==> src/rtl/alu_pkg.sv <==
// Shared definitions for the operand loader: FSM state encoding, Phase LED codes
// and the default opcode width.
package alu_pkg;

    localparam int OPW_DEFAULT = 3;

    typedef enum logic [2:0] {
        S_A    = 3'd0,
        S_B    = 3'd1,
        S_OP   = 3'd2,
        S_GO   = 3'd3,
        S_DONE = 3'd4
    } stateT;

    localparam logic [1:0] PH_A    = 2'b00;
    localparam logic [1:0] PH_B    = 2'b01;
    localparam logic [1:0] PH_OP   = 2'b10;
    localparam logic [1:0] PH_EXEC = 2'b11;

    // S_GO and S_DONE share the same LED code
    function automatic logic [1:0] phaseOf(stateT s);
        logic [1:0] ph;
        ph = PH_EXEC;
        case (s)
            S_A:     ph = PH_A;
            S_B:     ph = PH_B;
            S_OP:    ph = PH_OP;
            default: ph = PH_EXEC;
        endcase
        return ph;
    endfunction

endpackage

==> src/rtl/btn_debounce.sv <==
// Two-flop synchroniser for the raw pushbutton, optionally followed by a stability
// debouncer when OPERAND_LOADER_DEBOUNCE_EN is defined.
module btn_debounce #(
    parameter int DB_CYCLES = 4
) (
    input  logic Clk,
    input  logic Rst,
    input  logic In,
    output logic Level
);

    logic [1:0] syncQ;

    always_ff @(posedge Clk or negedge Rst) begin
        if (!Rst) syncQ <= '0;
        else      syncQ <= {syncQ[0], In};
    end

`ifdef OPERAND_LOADER_DEBOUNCE_EN
    localparam int CW = $clog2(DB_CYCLES + 1);
    localparam logic [CW-1:0] LAST = CW'(DB_CYCLES - 1);

    logic [CW-1:0] cnt;

    // Level flips on the DB_CYCLES-th consecutive cycle of disagreement
    always_ff @(posedge Clk or negedge Rst) begin
        if (!Rst) begin
            cnt   <= '0;
            Level <= 1'b0;
        end else if (syncQ[1] == Level) begin
            cnt <= '0;
        end else if (cnt == LAST) begin
            cnt   <= '0;
            Level <= ~Level;
        end else begin
            cnt <= cnt + 1'b1;
        end
    end
`else
    // DB_CYCLES is always >= 1, so this is a plain pass-through of the synchroniser
    assign Level = syncQ[1] & (DB_CYCLES >= 1);
`endif

endmodule

==> src/rtl/operand_loader.sv <==
// Loads operands A, B and opcode Op from the switches on successive button presses,
// then strobes Go for one cycle. Debounce enabled by OPERAND_LOADER_DEBOUNCE_EN.
module operand_loader
    import alu_pkg::*;
#(
    parameter int WIDTH     = 4,
    parameter int OPW       = OPW_DEFAULT,
    parameter int DB_CYCLES = 4
) (
    input  logic             Clk,
    input  logic             Rst,
    input  logic             Btn,
    input  logic [WIDTH-1:0] Sw,
    output logic [WIDTH-1:0] A,
    output logic [WIDTH-1:0] B,
    output logic [OPW-1:0]   Op,
    output logic             Go,
    output logic [1:0]       Phase
);

    logic  db;
    logic  dbPrev;
    logic  press;
    stateT state;
    stateT stateNext;

    btn_debounce #(
        .DB_CYCLES(DB_CYCLES)
    ) uDebounce (
        .Clk  (Clk),
        .Rst  (Rst),
        .In   (Btn),
        .Level(db)
    );

    always_ff @(posedge Clk or negedge Rst) begin
        if (!Rst) dbPrev <= 1'b0;
        else      dbPrev <= db;
    end

    assign press = db & ~dbPrev;

    always_ff @(posedge Clk or negedge Rst) begin
        if (!Rst) state <= S_A;
        else      state <= stateNext;
    end

    always_comb begin
        stateNext = state;
        case (state)
            S_A:     if (press) stateNext = S_B;
            S_B:     if (press) stateNext = S_OP;
            S_OP:    if (press) stateNext = S_GO;
            S_GO:    stateNext = S_DONE;
            S_DONE:  if (press) stateNext = S_B;
            default: stateNext = S_A;
        endcase
    end

    always_comb begin
        Go    = (state == S_GO);
        Phase = phaseOf(state);
    end

    // Sw is sampled only on the edge that ends a press cycle
    always_ff @(posedge Clk or negedge Rst) begin
        if (!Rst) begin
            A  <= '0;
            B  <= '0;
            Op <= '0;
        end else if (press) begin
            case (state)
                S_A, S_DONE: A  <= Sw;
                S_B:         B  <= Sw;
                S_OP:        Op <= Sw[OPW-1:0];
                default:     ;
            endcase
        end
    end

endmodule

==> config.mk <==
export PLATFORM = sky130hd
export DESIGN_NAME = operand_loader
export DESIGN_NICKNAME = d
export VERILOG_FILES = /design/src/rtl/alu_pkg.sv /design/src/rtl/btn_debounce.sv /design/src/rtl/operand_loader.sv
export SDC_FILE = /design/constraint.sdc
export NUM_CORES = 1
export LEC_CHECK = 0
export BUFFER_PORTS_ARGS = -buffer_cell sky130_fd_sc_hd__buf_2
export CAP_MARGIN = 30
export CELL_PAD_IN_SITES_DETAIL_PLACEMENT = 1
export CELL_PAD_IN_SITES_GLOBAL_PLACEMENT = 1
export CORE_AREA = 8 8 62 64
export CTS_CLUSTER_DIAMETER = 60
export CTS_CLUSTER_SIZE = 24
export DETAILED_ROUTE_END_ITERATION = 6
export DIE_AREA = 0 0 70 72
export GPL_ROUTABILITY_DRIVEN = 0
export HOLD_SLACK_MARGIN = 0.05
export PLACE_DENSITY = 0.49
export RECOVER_POWER = 25
export SLEW_MARGIN = 25
export SYNTH_ARGS = -nofsm -noshare
export SYNTH_HDL_FRONTEND = slang
export SYNTH_HIERARCHICAL = 1
export SYNTH_SLANG_ARGS = --single-unit
==> constraint.sdc <==
create_clock -name Clk -period 2.67 [get_ports Clk]
set_input_delay 0.534 -clock Clk [delete_from_list [all_inputs] [get_ports Clk]]
set_output_delay 0.534 -clock Clk [all_outputs]
set_load 0.01 [all_outputs]
==> results.md <==
- Worst Tran Pin Value: 0.912 ns
- FMAX: 0.572 GHz
- Vias in the first global route: between 500 and 600
- Syn. warnings: 6
- Crit-path cells: or2_2, buf_2
- Crit path max fanout: 8
- Via-to-Cell Ratio: 4.35
- Reg2Reg Depth: 3
- Drt total wl: 1410 µm
- Fin. Hold Viols: 0
- Combinational share of power: 0.387
- Final Non-Filler Cells: 99
- Tot Pwr: 0.943 mW
- Crit Path Class: register to output port
- GR Overflow Total: 0
- Rows: 20
- Die area: 5040 µm²
- Req. time, crit path: between 2 and 2.5 ns
- Worst hold margin: 0.346 ns
- Root buf cell: clkbuf_4
- CP Capture Type: output port
- Area Overhead vs Synth: 24.9%
- WL/cell: 14.2 µm
- Sequential cell area fraction in the yosys report: 0.632
- Final worst path period need: 1.75 ns
- Yosys reg bits: 17
- Setup violations, final: 0
- Seq pwr share: 0.472
- Worst r2r dst: Op[2]
- Final worst-path cycle share: 0.655
- Post-route ant nets: 0
- Status: finished, final reports clean
- Filler instances: 327
- Tot GR Track Use: 0.0627
- Top area cells in the synthesized netlist: dfrtp_1 63%, mux2_2 20%, nor4b_4 3.5%
- Number of CTS-inserted buffers: 3
- Fin Setup TNS: 0 ns
- Detailed Route Iter0 Violations: 5
- Layout cells sized above 1: 0.606
- First-pass GRT wire length: approximately 2400 µm
- Hold crit path type: primary input to async pin
- IO buf count: 20
- Sw frac: 0.346
- PostCTS Resize Cnt: 0
- Nets: 74
- Synth cell types: 14
- RSZ-0062 raised after global routing: false
- Die Ht: 72 µm
- # hold bufs at CTS: 0
- Slowest cell on crit path: dfrtp_1
- Mapped Cells: 42
- Core ar.: 2900 µm²
- CTS Sinks: 17
- Largest area contributor in the netlist: dfrtp_1
- Rel. slew slack: 0.392
- CTS tree: yes
- Clock share of power: 0.141
- PD cells: 1120 nW/µm²
- Initial antenna violation count: 0
- IO Count: 21
- Max-slew violations: 0
- Vias: around 430
- LEAKAGE: 0.406 nW
- Pin count of the biggest net entering global routing: 18
- Buf+Inv Stages, Crit Path: 1
- CP delay by family, top: flip-flops
- DIE WIDTH: 70 µm
- MaxCap Viol Count: 0
- Worst reg2reg setup slack: 1.22 ns
- Setup Fix Bufs, Post-CTS: 0
- Initial Utilization: 0.232
- Crit start category: register
- Mapped cell area: 673 µm²
- Diode count: 0
- Drt first pass iters: 2
- Syn avg cell area: 16.0 µm²
- CP arrival: around 1.2 ns
- Placed cells: 95
- Peak supply drop: 424 µV
- Fin Clk Skew: between 0.001 and 0.0015 ns
- Max H-tree Level: 1
- DP HPWL: 1090 µm
- Top cell type's share of synthesized area: 0.632
- Syn_nets: 49
- Slowest stage delay, CP: 0.49 ns
- DRC violations left: 0
- Clock slew at reported path FFs: 0.09 ns
- Internal: 0.617 mW
- Insertion delay of the later-clocked pin in the worst-skew pair: 0.29 ns
- FF-to-FF Start: state[2]
- Net switching power: between 0.3 and 0.4 mW
- Bufs on Longest Clock Path: 2
==> worst max path at each step <==
stage	from	endpoint	slack [ns]	cells past startpoint
3_3_place_gp	state[1]	A[1]	1.24	2
5_1_grt	state[2]	Phase[0]	0.80	3
3_5_place_dp	state[1]	B[1]	1.21	2
4_1_cts	state[1]	Phase[1]	0.89	2
6_report	state[1]	Phase[1]	0.92	2
2_1_floorplan	dbPrev	B[0]	1.36	3
==> per-stage QoR <==
| stage | cell area [µm²] | setup WS (ns) | utilization |
|---|---|---|---|
| after floorplan | 673 | 1.36 | - |
| after global placement | 815 | 1.24 | 0.281 |
| after detailed placement | 815 | 1.21 | 0.281 |
| after CTS | 842 | 0.892 | 0.290 |
| after global routing | 841 | 0.803 | 0.290 |
| final | 841 | 0.922 | 0.290 |
==> worst reg2reg max path, cell delays in order, from the launching register on <==
cell      delay [ns]
dfrtp_1         0.47
nor2_1          0.25
nand4b_1        0.28
mux2_2          0.35
==> cells in the final DEF, fill, tap and decap left out <==
master	n
clkbuf_1	1
buf_2	19
nand2b_1	1
nor2_1	2
nand2b_4	1
dfrtp_1	17
a31o_2	1
mux2_2	12
o21bai_1	1
clkinv_2	1
clkbuf_4	3
inv_1	1
nand4b_1	1
a21o_1	1
and3b_1	1
or2_2	1
nor4b_4	1
nor3_2	1
==> layout make-up <==
class                           count  area (µm²)  area share
Tap cell                           33        41.3      0.0491
Clock buffer                        3        22.5      0.0268
Inverter                            1        3.75     0.00446
Timing Repair Buffer               20        98.8       0.118
Clock inverter                      1        5.00     0.00595
Sequential cell                    17         425       0.506
Multi-Input combinational cell     24         244       0.290
==> cell usage after synthesis, drive strengths merged <==
library cell  instances
nor4b                 1
o21bai                1
inv                   1
nor3                  1
nand4b                1
nor2                  2
mux2                 12
a21o                  1
nand2b                2
or2                   1
dfrtp                17
a31o                  1
and3b                 1
==> state kept, by name, indices dropped and copies added, names as in the netlist <==
register	count
A	4
B	4
Op	3
dbPrev	1
state	3
uDebounce/syncQ	2
==> kinds of logic after synthesis <==
group                  count (synthesis)  synth area share
AO/OA/AOI/OAI                          3            0.0353
buffers and inverters                  1           0.00557
flip-flops                            17             0.632
multiplexers                          12             0.201
AND/OR/NAND/NOR                        9             0.126
==> power groups by stage <==
| stage | Clock, mW | Sequential, mW | Combinational [mW] |
|---|---|---|---|
| floorplan | 0 | 0.482 | 0.178 |
| finish | 0.133 | 0.445 | 0.365 |
| CTS | 0.142 | 0.447 | 0.378 |
| global route | 0.153 | 0.462 | 0.413 |
| detailed placement | 0 | 0.452 | 0.378 |
| global placement | 0 | 0.450 | 0.372 |
==> metal layers <==
layer,global-route usage,vias to the layer above,part of all wire
met5,0,-,0
met4,0.0469,0,0.028
met3,0.0246,4,0.054
met2,0.103,14,0.46
met1,0.0639,215,0.46
li1,-,198,-
Power figures use the tool's default switching activity.
